$ cat src/rtl/mbinit_repair_partner_gen.sv
// MBINIT repair partner: answers the remote init/result/done handshake over the
// sideband, reports the captured detection result and guards every wait state
// with a watchdog that drops into ERROR when the partner stalls.
module mbinit_repair_partner_gen #(
   parameter int unsigned RESULT_W    = 3,
   parameter logic [3:0]  MSG_BASE    = 4'b0001,
   parameter int unsigned TIMEOUT_CYC = 1024,
   parameter int unsigned MAX_RESULTS = 15
) (
   input  logic                CLK,
   input  logic                rst_n,
   input  logic                i_enable,
   input  logic [RESULT_W-1:0] i_result,
   input  logic [3:0]          i_rx_msg,
   input  logic                i_msg_valid,
   input  logic                i_busy,
   input  logic                i_busy_fall,
   output logic [3:0]          o_tx_msg,
   output logic                o_tx_valid,
   output logic [RESULT_W-1:0] o_result,
   output logic                o_clear_detect,
   output logic                o_done,
   output logic                o_timeout,
   output logic [3:0]          o_result_cnt
);

   localparam int unsigned    WD_W    = $clog2(TIMEOUT_CYC);
   localparam logic [WD_W-1:0] WD_LAST = WD_W'(TIMEOUT_CYC - 1);
   localparam logic [3:0]     MAX_CNT = 4'(MAX_RESULTS);

   // Opcodes wrap modulo 16 because the arithmetic is done in 4 bits.
   localparam logic [3:0] OP_INIT_REQ    = MSG_BASE;
   localparam logic [3:0] OP_INIT_RESP   = MSG_BASE + 4'd1;
   localparam logic [3:0] OP_RESULT_REQ  = MSG_BASE + 4'd2;
   localparam logic [3:0] OP_RESULT_RESP = MSG_BASE + 4'd3;
   localparam logic [3:0] OP_DONE_REQ    = MSG_BASE + 4'd4;
   localparam logic [3:0] OP_DONE_RESP   = MSG_BASE + 4'd5;

   typedef enum logic [3:0] {
      IDLE, WAIT_INIT, BUSY_INIT, SEND_INIT, WAIT_REQ, BUSY_RES,
      SEND_RES, BUSY_DONE, SEND_DONE, DONE, ERROR
   } state_t;

   state_t          state_reg, state_next;
   logic [WD_W-1:0] wd_reg;
   logic            wd_active, wd_expired;
   logic            tx_valid_next, clear_next, done_next, timeout_next;
   logic [3:0]      tx_msg_next;

   // Next-state selection plus output decode of the state being entered.
   always_comb begin
      state_next    = state_reg;
      wd_active     = 1'b0;
      wd_expired    = 1'b0;
      tx_valid_next = 1'b0;
      tx_msg_next   = 4'd0;
      clear_next    = 1'b0;
      done_next     = 1'b0;
      timeout_next  = 1'b0;

      wd_active  = (state_reg != IDLE) && (state_reg != DONE) && (state_reg != ERROR);
      wd_expired = wd_active && (wd_reg == WD_LAST);

      // Message-driven moves are tested before expiry so a message wins a tie.
      case (state_reg)
         IDLE:      if (i_enable) state_next = WAIT_INIT;
         WAIT_INIT: begin
            if (i_msg_valid && i_rx_msg == OP_INIT_REQ) state_next = BUSY_INIT;
            else if (wd_expired)                        state_next = ERROR;
         end
         BUSY_INIT: if (!i_busy) state_next = SEND_INIT; else if (wd_expired) state_next = ERROR;
         BUSY_RES:  if (!i_busy) state_next = SEND_RES;  else if (wd_expired) state_next = ERROR;
         BUSY_DONE: if (!i_busy) state_next = SEND_DONE; else if (wd_expired) state_next = ERROR;
         SEND_INIT: if (i_busy_fall) state_next = WAIT_REQ; else if (wd_expired) state_next = ERROR;
         SEND_RES:  if (i_busy_fall) state_next = WAIT_REQ; else if (wd_expired) state_next = ERROR;
         SEND_DONE: if (i_busy_fall) state_next = DONE;     else if (wd_expired) state_next = ERROR;
         WAIT_REQ: begin
            if (i_msg_valid) begin
               if (i_rx_msg == OP_RESULT_REQ)
                  state_next = (o_result_cnt == MAX_CNT) ? ERROR : BUSY_RES;
               else if (i_rx_msg == OP_DONE_REQ)
                  state_next = BUSY_DONE;
               else
                  state_next = ERROR;
            end else if (wd_expired) begin
               state_next = ERROR;
            end
         end
         DONE:    state_next = DONE;
         ERROR:   state_next = ERROR;
         default: state_next = IDLE;
      endcase

      // Losing enable overrides everything else.
      if (state_reg != IDLE && !i_enable) state_next = IDLE;

      case (state_next)
         SEND_INIT: begin tx_valid_next = 1'b1; tx_msg_next = OP_INIT_RESP; clear_next = 1'b1; end
         SEND_RES:  begin tx_valid_next = 1'b1; tx_msg_next = OP_RESULT_RESP; end
         SEND_DONE: begin tx_valid_next = 1'b1; tx_msg_next = OP_DONE_RESP; end
         DONE:      done_next    = 1'b1;
         ERROR:     timeout_next = 1'b1;
         default:   ;
      endcase
   end

   // State register.
   always_ff @(posedge CLK or negedge rst_n) begin
      if (!rst_n) state_reg <= IDLE;
      else        state_reg <= state_next;
   end

   // Watchdog restarts on every state change and runs only in waiting states.
   always_ff @(posedge CLK or negedge rst_n) begin
      if (!rst_n)                       wd_reg <= '0;
      else if (state_next != state_reg) wd_reg <= '0;
      else if (wd_active)               wd_reg <= wd_reg + WD_W'(1);
   end

   // Registered outputs; the result is latched once on entry to SEND_RES.
   always_ff @(posedge CLK or negedge rst_n) begin
      if (!rst_n) begin
         o_tx_valid     <= 1'b0;
         o_tx_msg       <= 4'd0;
         o_clear_detect <= 1'b0;
         o_done         <= 1'b0;
         o_timeout      <= 1'b0;
         o_result       <= '0;
      end else begin
         o_tx_valid     <= tx_valid_next;
         o_tx_msg       <= tx_msg_next;
         o_clear_detect <= clear_next;
         o_done         <= done_next;
         o_timeout      <= timeout_next;
         if (state_next != SEND_RES)      o_result <= '0;
         else if (state_reg != SEND_RES)  o_result <= i_result;
      end
   end

   // Count completed result responses for this session, saturating at 15.
   always_ff @(posedge CLK or negedge rst_n) begin
      if (!rst_n)
         o_result_cnt <= 4'd0;
      else if (state_next == IDLE || state_next == WAIT_INIT)
         o_result_cnt <= 4'd0;
      else if (state_reg == SEND_RES && state_next == WAIT_REQ && o_result_cnt != 4'hF)
         o_result_cnt <= o_result_cnt + 4'd1;
   end

endmodule

$ cat config.mk
export PLATFORM = sky130hd
export DESIGN_NAME = mbinit_repair_partner_gen
export DESIGN_NICKNAME = d
export VERILOG_FILES = /design/src/rtl/mbinit_repair_partner_gen.sv
export SDC_FILE = /design/constraint.sdc
export NUM_CORES = 1
export LEC_CHECK = 0
export BUFFER_PORTS_ARGS = -buffer_cell sky130_fd_sc_hd__buf_4
export CAP_MARGIN = 20
export CORE_MARGIN = 3
export CORE_UTILIZATION = 50
export CTS_CLUSTER_DIAMETER = 30
export DETAILED_ROUTE_END_ITERATION = 6
export PLACE_DENSITY = 0.77
export RECOVER_POWER = 25
export SYNTH_ARGS = -nofsm -noshare
export SYNTH_HDL_FRONTEND = slang
export SYNTH_SLANG_ARGS = --single-unit
$ cat constraint.sdc
create_clock -name CLK -period 3 [get_ports CLK]
set_input_delay 0.3 -clock CLK [delete_from_list [all_inputs] [get_ports CLK]]
set_output_delay 0.3 -clock CLK [all_outputs]
set_load 0.02 [all_outputs]
-- Word level (Yosys, flattened, before mapping)
Index checks and enable logic that the tools add are counted.
- add/subtract/negate cells: 2
- equality and inequality tests: 28
- multiplexer cells: 25
- reduce and logical (&&, ||, !) cells: 17
- operator list (cell ; number):
    4-bit 2-to-1 mux ; 15
    4-bit one-hot mux with 10 select lines ; 1
    4-bit by 3-bit equality test with 1-bit output (second input constant) ; 7
    4-bit equality test (second input constant) ; 7
    10-bit 2-to-1 mux ; 2
    4-bit by 2-bit equality test with 1-bit output (second input constant) ; 4
    4-bit by 1-bit equality test with 1-bit output (second input constant) ; 3
    4-bit != test (second input constant) ; 3
    10-bit by 1-bit adder with 10-bit output (second input constant) ; 1
    10-bit equality test (second input constant) ; 1
    3-bit one-hot mux with 3 select lines ; 1
    4-bit zero test ; 2
    4-bit by 3-bit != test with 1-bit output (second input constant) ; 2
    1-bit logical AND ; 7
    3-bit 2-to-1 mux ; 2
    2-bit nonzero test ; 3
    4-bit by 1-bit adder with 4-bit output (second input constant) ; 1
    1-bit 2-to-1 mux ; 4
    4-bit != test ; 1
    4-bit nonzero test ; 1
    3-bit OR reduction ; 1
    2-bit OR reduction ; 1
    1-bit zero test ; 1
    1-bit logical OR ; 1
- register bits: 29
- input port bits: 13
- output and inout port bits: 15
- word-level logic and storage cells: 81

-- Longest topological paths before layout
Gate-level depths: netlist of run 1.
- depth in word-level cells: 13
- gate-level depth with buffers: 10
- depth with buffers taken out: 9

-- Least setup slack after synthesis of run 1
Ideal clock, no wire load.
- path kind: register to register
- start: register o_result_cnt[0]
- end: register o_result_cnt[2]
- setup time: 0.121 ns
- arrival: 2.235 ns
- required time: 2.879 ns
- path slack: 0.644 ns
- stages on the path, launching flop included: 10
- buffers on the path: 1
- clock period less this slack: 2.356 ns
- path through: dfrtp_1 -> ha_1 -> nand3_1 -> a2111oi_2 -> a311oi_1 -> a21boi_4 -> or2_1 -> buf_6 -> a41o_1 -> a22o_1
- cells in the longest elaborated chain, start to end: 10
- elaborated cells on any way between the ends: 17
- classes of those cells: add/sub (1); eq/ne (4); mux (7); reduce/logical (5)
- RTL lines (item ; line ; RTL):
    from (decl) ; 24 ; output logic [3:0] o_result_cnt
    from (signal assigned) ; 147 ; o_result_cnt <= o_result_cnt + 4'd1;
    4-bit equality test ; 80 ; state_next = (o_result_cnt == MAX_CNT) ? ERROR : BUSY_RES;
    4-bit 2-to-1 mux ; 80 ;
    4-bit 2-to-1 mux ; 79 ; if (i_rx_msg == OP_RESULT_REQ)
    4-bit 2-to-1 mux ; 78 ; if (i_msg_valid) begin
    4-bit one-hot mux with 10 select lines ; 65 ; case (state_reg)
    4-bit 2-to-1 mux ; 95 ; if (state_reg != IDLE && !i_enable) state_next = IDLE;
    4-bit by 3-bit equality test with 1-bit output ; 146 ; else if (state_reg == SEND_RES && state_next == WAIT_REQ && o_result_cnt != 4'hF)
    1-bit logical AND (2 in series) ; 146 ;
    2-bit nonzero test (no line) ; n/a ;
Several ways; a longest one is shown, not always the timed one. The select of a mux whose other input is x is not followed.
A chain may end at the register's enable or synchronous reset.

-- Final worst setup path of run 1
- start: register state_reg[3]
- end: register o_tx_valid
- cells in the longest elaborated chain, start to end: 11
- elaborated cells on any way between the ends: 35
- classes of those cells: eq/ne (15); mux (12); reduce/logical (8)
- RTL lines (item ; line ; RTL):
    from (decl) ; 44 ; state_t state_reg, state_next;
    from (signal assigned) ; 110 ; else state_reg <= state_next;
    4-bit != test or 4-bit nonzero test (tied branches) ; 61, 95 ;
    1-bit logical AND (2 in series) ; 61 ; wd_active = (state_reg != IDLE) && (state_reg != DONE) && (state_reg != ERROR);
    1-bit logical AND ; 62 ; wd_expired = wd_active && (wd_reg == WD_LAST);
    4-bit 2-to-1 mux ; n/a ;
    4-bit 2-to-1 mux (tied with other cells) ; 78 ;
    4-bit one-hot mux with 10 select lines ; 65 ;
    4-bit 2-to-1 mux (*) ; 95 ;
    4-bit equality test (tied with other cells) ; 97 ; case (state_next)
    3-bit OR reduction (no line) (*) ; n/a ;
    1-bit 2-to-1 mux (*) ; 97 ;
    named net tx_valid_next ; 47 ; logic tx_valid_next, clear_next, done_next, timeout_next;
    to (signal assigned) ; 130 ; o_tx_valid <= tx_valid_next;
    to (decl) ; 19 ; output logic o_tx_valid,
The timed path passes the listed nets; every way through them passes the cells marked *.

==> results of run 1 <==
==> how the worst max path moves through the flow <==
stage,startpoint,to,slack (ns),depth (start not counted)
after floorplan,o_result_cnt[0]$_DFFE_PN0P_,o_result_cnt[2]$_DFFE_PN0P_,0.64,9
after global placement,state_reg[3]$_DFF_PN0_,o_tx_valid$_DFF_PN0_,0.32,7
after detailed placement,state_reg[3]$_DFF_PN0_,o_tx_valid$_DFF_PN0_,0.28,7
after CTS,state_reg[3]$_DFF_PN0_,o_tx_valid$_DFF_PN0_,0.25,7
after global routing,state_reg[3]$_DFF_PN0_,o_tx_valid$_DFF_PN0_,0.05,7
final,state_reg[3]$_DFF_PN0_,o_tx_valid$_DFF_PN0_,0.20,7
==> placed cells by master, fill, tap and decap left out, drive strengths merged, types with 5 or more instances in the layout <==
| cell type | count |
|---|---|
| a21oi | 7 |
| a22o | 5 |
| buf | 29 |
| clkbuf | 5 |
| dfrtp | 27 |
| inv | 11 |
| nand2 | 13 |
| nand3 | 10 |
| nor2 | 22 |
| nor2b | 6 |
| nor3 | 9 |
| xor2 | 7 |
==> cells by family after synthesis <==
family / after synthesis / synth area share, %
mux: 4 / 1.99
simple gates: 90 / 26.3
compound gates: 51 / 24.0
xor+xnor: 11 / 4.79
flops: 27 / 33.6
buf+inv: 25 / 7.47
other cells: 1 / 0.187
fa+ha+maj: 3 / 1.74
==> cells in the mapped netlist, types with 4 or more instances <==
cell type  instances  area [µm²]
nor2_1            10        37.5
nand3_1           10        50.1
nand2b_1           4        25.0
nor3_1             9        45.0
nand2_1           12        45.0
and3_1             4        25.0
mux2i_1            4        40.0
nand4_1            4        25.0
dfrtp_1           27         676
nor2_2            12        75.1
o211ai_1           4        30.0
xnor2_1            4        35.0
buf_6              5        56.3
xor2_1             7        61.3
buf_4              4        30.0
a31oi_1            4        25.0
inv_1             10        37.5
a21oi_1            4        20.0
nor2b_1            5        31.3
a22o_1             5        43.8
==> metrics by stage <==
step	cells	cell area [µm²]	hold WS, ns	total power (W)	setup slack [ns]
final	282	2240	0.332	0.00145	0.196
after global routing	282	2240	0.357	0.00154	0.0543
after CTS	282	2250	0.337	0.00145	0.255
after detailed placement	277	2190	0.233	0.00124	0.278
after global placement	277	2190	0.227	0.00124	0.319
after floorplan	213	2010	0.00441	0.00109	0.644
==> power groups by stage <==
stage                     Clock (W)  Combinational [W]  Sequential, W
after CTS                  0.000210           0.000757       0.000485
after floorplan                   0           0.000621       0.000471
after detailed placement          0           0.000753       0.000490
after global routing       0.000222           0.000825       0.000495
after global placement            0           0.000746       0.000493
final                      0.000205           0.000760       0.000487
==> cell type report <==
class                      count  area [µm²]  area share (%)
tap                           48        60.1            2.68
sequential                    27         676            30.1
inverter                      11        41.3            1.84
timing repair buffer          31         231            10.3
multi-input combinational    161        1190            53.0
clock buffer                   4        45.0            2.01
==> critical path, cell delays in order, from the launching register on <==
cell and delay, ns:
dfrtp_1 0.68, inv_1 0.25, a2111oi_1 0.57, a311oi_1 0.12, a21boi_4 0.20, or2_1 0.36
or3_1 0.44, o211ai_1 0.11
==> routing by layer <==
metal / global-route usage, % / share of wire [%] / vias up
met5: 0 / 0 / -
met4: 6.07 / 1.0 / 0
met3: 1.45 / 5.7 / 6
met2: 29.9 / 47 / 69
met1: 25.8 / 46 / 800
li1: - / - / 824
==> run metrics, run 1 <==
status finished clean; R2R cell count 7; Clk Latency, worst-skew pair between 0.2 and 0.3 ns; VDD IR max approximately 520 µV; number of global-route vias before repair 1631; hold_sp i_result[2]; largest net degree at the start of global routing 28; IO buf count 25; # setup viols final 0; Via-to-Cell Ratio about 6.0; Critical R2R Launch state_reg[3]$_DFF_PN0_; share of cells above drive strength 1 between 20% and 30%; sw frac ~44%; ant diodes 0; Initial DRC Count roughly 120; hold endpoint o_result[2]$_DFFE_PN0P_; Final nets 250; leak pwr ~0.98 nW; CP Launch Type register; Least-Margin Pin Slew approximately 1.4 ns; post-route ant nets 0; Synth Register Bits 27; number of flip-flops in the largest register 10; Max FO, Critical Path 16; Mapped Area between 2000 and 2500 µm²; CTS Root Cell clkbuf_8; Slew Viols, Final 0; grt ovf 0; DRC 0; PwrDens 648 nW/µm²; core area ~3800 µm²; fmax around 360 MHz; Max transition margin 4.14%; initial core utilization a little over half; Yosys warning count 0; total track usage 18.4%; antenna violations before repair 0; Synth async-reset ratio 100%; drt pass-1 iters 5; full die area ~4800 µm²; Net Sw Power between 0.0006 and 0.0007 W; clock tree buffer depth 2; crit share post-route 93.5%; Crit Reg-Reg Endpoint o_tx_valid$_DFF_PN0_; Clock transition at path regs approximately 0.09 ns; CTS tree built; first-pass GRT wire length about 7400 µm; Routability Congestion 0.891; CTS Buf Count 3; io pins 28; Syn Inst Count around 210; Worst R2R Setup Slack between 0.15 and 0.2 ns; Hold Path Class primary input to register; Filler cells between 300 and 400; post-layout utilization of the core between 50 and 60%; htree depth 1; combinational power share between 50% and 60%; count of cell types in the netlist 67; height of the die a little under 70 µm; die width 69.4 µm; max-cap violation count 0; Reg power frac about 34%; Row Count 22; vias approximately 1700; clk sinks 27; Pint slightly above 0.0008 W; WP data required between 3 and 4 ns; # hold bufs at CTS 1; post-synthesis sequential area ratio between 30 and 40%; clock share of power approximately 14%; critical path endpoint category register; ys flop type dfrtp_1; area grow syn2layout 11.5%; DR WL/cell approximately 16 µm; Post-synth EDFFs 0; Arrival @ worst endpoint about 3 ns; final WL roughly 4400 µm; Crit Path Class register to register; Post-CTS Setup Inserts 0; RSZ-0062 raised after global routing no; Post-DP HPWL between 3000 and 4000 µm; mean post-synth cell area around 9.5 µm²; Worst Hold Depth 3; final hold vios 0; CTS resizes 0; post-layout min period roughly 2.8 ns; clock skew 0.00259 ns; setup TNS 0 ns
(Power assumes the default switching activity.)
==> inputs of run 2 (changes only) <==
==> constraint.sdc (replaced) <==
create_clock -name CLK -period 3 [get_ports CLK]
set_input_delay 0.45 -clock CLK [delete_from_list [all_inputs] [get_ports CLK]]
set_output_delay 0.45 -clock CLK [all_outputs]
set_load 0.02 [all_outputs]
==> run 2 against run 1 <==
Register-to-register slack better by 0.04 ns. Combinational power down 0.9%. Critical path depth is the same. Flip-flop and latch count is the same. Fmax increased by 1.5%. Count of clock-buffer cells in the layout stayed put. Sequential power down 1%. Final area shrank 0.45%. Largest power group unchanged. Non-clock buffer count fell by 1. Routed wire length decreased by 3.4%. Largest cell class unchanged. Final cell count is 0.35% lower. Clock power decreased by 2%.
==> run metrics, run 2 (same netlist as run 1, synthesis figures left out) <==
io pins 28; CP Launch Type register; Max FO, Critical Path 13; post-layout min period 2.76 ns; htree depth 1; Hold Path Class primary input to register; Initial DRC Count between 200 and 250; clock tree buffer depth 2; Slew Viols, Final 0; area grow syn2layout 11.0%; initial core utilization roughly 53%; worst hold slack approximately 0.47 ns; first-pass GRT wire length between 7000 and 8000 µm; drt pass-1 iters 4; height of the die approximately 70 µm; grt ovf 0; CTS Buf Count 3; Post-DP HPWL 3210 µm; Crit Path Class register to register; Largest stage delay, worst path slightly below 0.7 ns; post-route ant nets 0; Critical R2R Launch state_reg[3]$_DFF_PN0_; Final nets around 250; final hold vios 0; VDD IR max 511 µV; slowest CP cell dfrtp_1; clk sinks 27; DRC 0; largest net degree at the start of global routing 28; Clk Latency, worst-skew pair around 0.26 ns; core area 3770 µm²; WP data required 3.19 ns; Max transition margin about 5%; Clock transition at path regs 0.09 ns; die width between 60 and 70 µm; post-placement cell count around 280; status finished clean; RSZ-0062 raised after global routing no; Row Count 22; vias approximately 1700; Arrival @ worst endpoint between 2 and 3 ns; # hold bufs at CTS 0; post-route non-filler standard cell count approximately 280; Least-Margin Pin Slew between 1 and 1.5 ns; setup TNS 0 ns; final WL roughly 4300 µm; leak pwr between 0.9 and 1 nW; Worst setup startpoint state_reg[3]$_DFF_PN0_; share of cells above drive strength 1 about a quarter; ordered cell list for the critical path inv_1 -> a2111oi_1 -> a311oi_1 -> a21boi_4 -> or2_1 -> or3_1 -> o211ai_1; total power around 0.0014 W; hold_sp i_result[2]; max-cap violation count 0; total track usage 17.9%; ant diodes 0; clock skew between 0.004 and 0.005 ns; # setup viols final 0; full die area 4820 µm²; fmax between 300 and 400 MHz; most frequent cells in the layout buf_4 (29), dfrtp_1 (27), nor2_2 (12), nand2_1 (12); CTS resizes 0; Filler cells about 330; CTS tree built; antenna violations before repair 0; most common cell after layout, fill and taps aside buf_4; CTS Root Cell clkbuf_8; number of global-route vias before repair roughly 1600; PwrDens 643 nW/µm²; Routability Congestion ~0.87; crit share post-route between 90% and 100%; IO buf count 25; number of flip-flops in the largest register 10; Post-CTS Setup Inserts 0; critical path endpoint category register; Via-to-Cell Ratio approximately 6.0; DR WL/cell 15.2 µm
==> run 2: cell count changes in the layout (fill, tap and decap cells not counted), sizes merged <==
cell / change
dlygate4sd3: -1
==> run 2: metrics by stage <==
stage | setup slack (ns) | util [%] | cell area (µm²)
6_report | 0.238 | 59.2 | 2230
3_5_place_dp | 0.292 | 58.1 | 2190
4_1_cts | 0.271 | 59.3 | 2240
3_3_place_gp | 0.239 | 58.1 | 2190
5_1_grt | 0.00434 | 59.2 | 2230
2_1_floorplan | 0.644 | - | 2010
==> run 2: routing by layer <==
layer	up-vias	GRT usage, %	wire [µm]	part of all wire [%]
li1	817	-	-	-
met5	-	0	0	0
met3	6	1.88	193	4.5
met1	828	25.6	2040	48
met4	0	3.47	36	0.84
met2	42	29.4	2000	47
==> run 2: where the power goes <==
part	internal [W]	switching, W
combinational	0.000305	0.000448
sequential	0.000408	0.0000745
clock	0.0000948	0.000105
total	0.000808	0.000628
==> run 2: worst paths after layout <==
path | slack, ns | endpoint | cells past startpoint
max in group asynchronous | 1.67 | o_tx_msg[1]$_DFF_PN0_ | 1
min | 0.47 | o_result[2]$_DFFE_PN0P_ | 3
max | 0.24 | o_tx_valid$_DFF_PN0_ | 7
min reg2reg | 0.57 | wd_reg[9]$_DFFE_PN0P_ | 2
min in group asynchronous | 0.50 | wd_reg[5]$_DFFE_PN0P_ | 1
max reg2reg | 0.24 | o_tx_valid$_DFF_PN0_ | 7
==> run 2: critical path, delay by kind of cell, from the launching register on <==
family	cells	cell delay, ns
flip-flops	1	0.68
buffers and inverters	1	0.25
AO/OA/AOI/OAI	4	0.92
AND/OR/NAND/NOR	2	0.82
==> run 2: layout make-up <==
type                            instances  area [µm²]  area share [%]
Clock buffer                            4        45.0            2.02
Inverter                               11        41.3            1.85
Multi-Input combinational cell        161        1190            53.3
Sequential cell                        27         676            30.3
Tap cell                               48        60.1            2.69
Timing Repair Buffer                   30         221            9.92
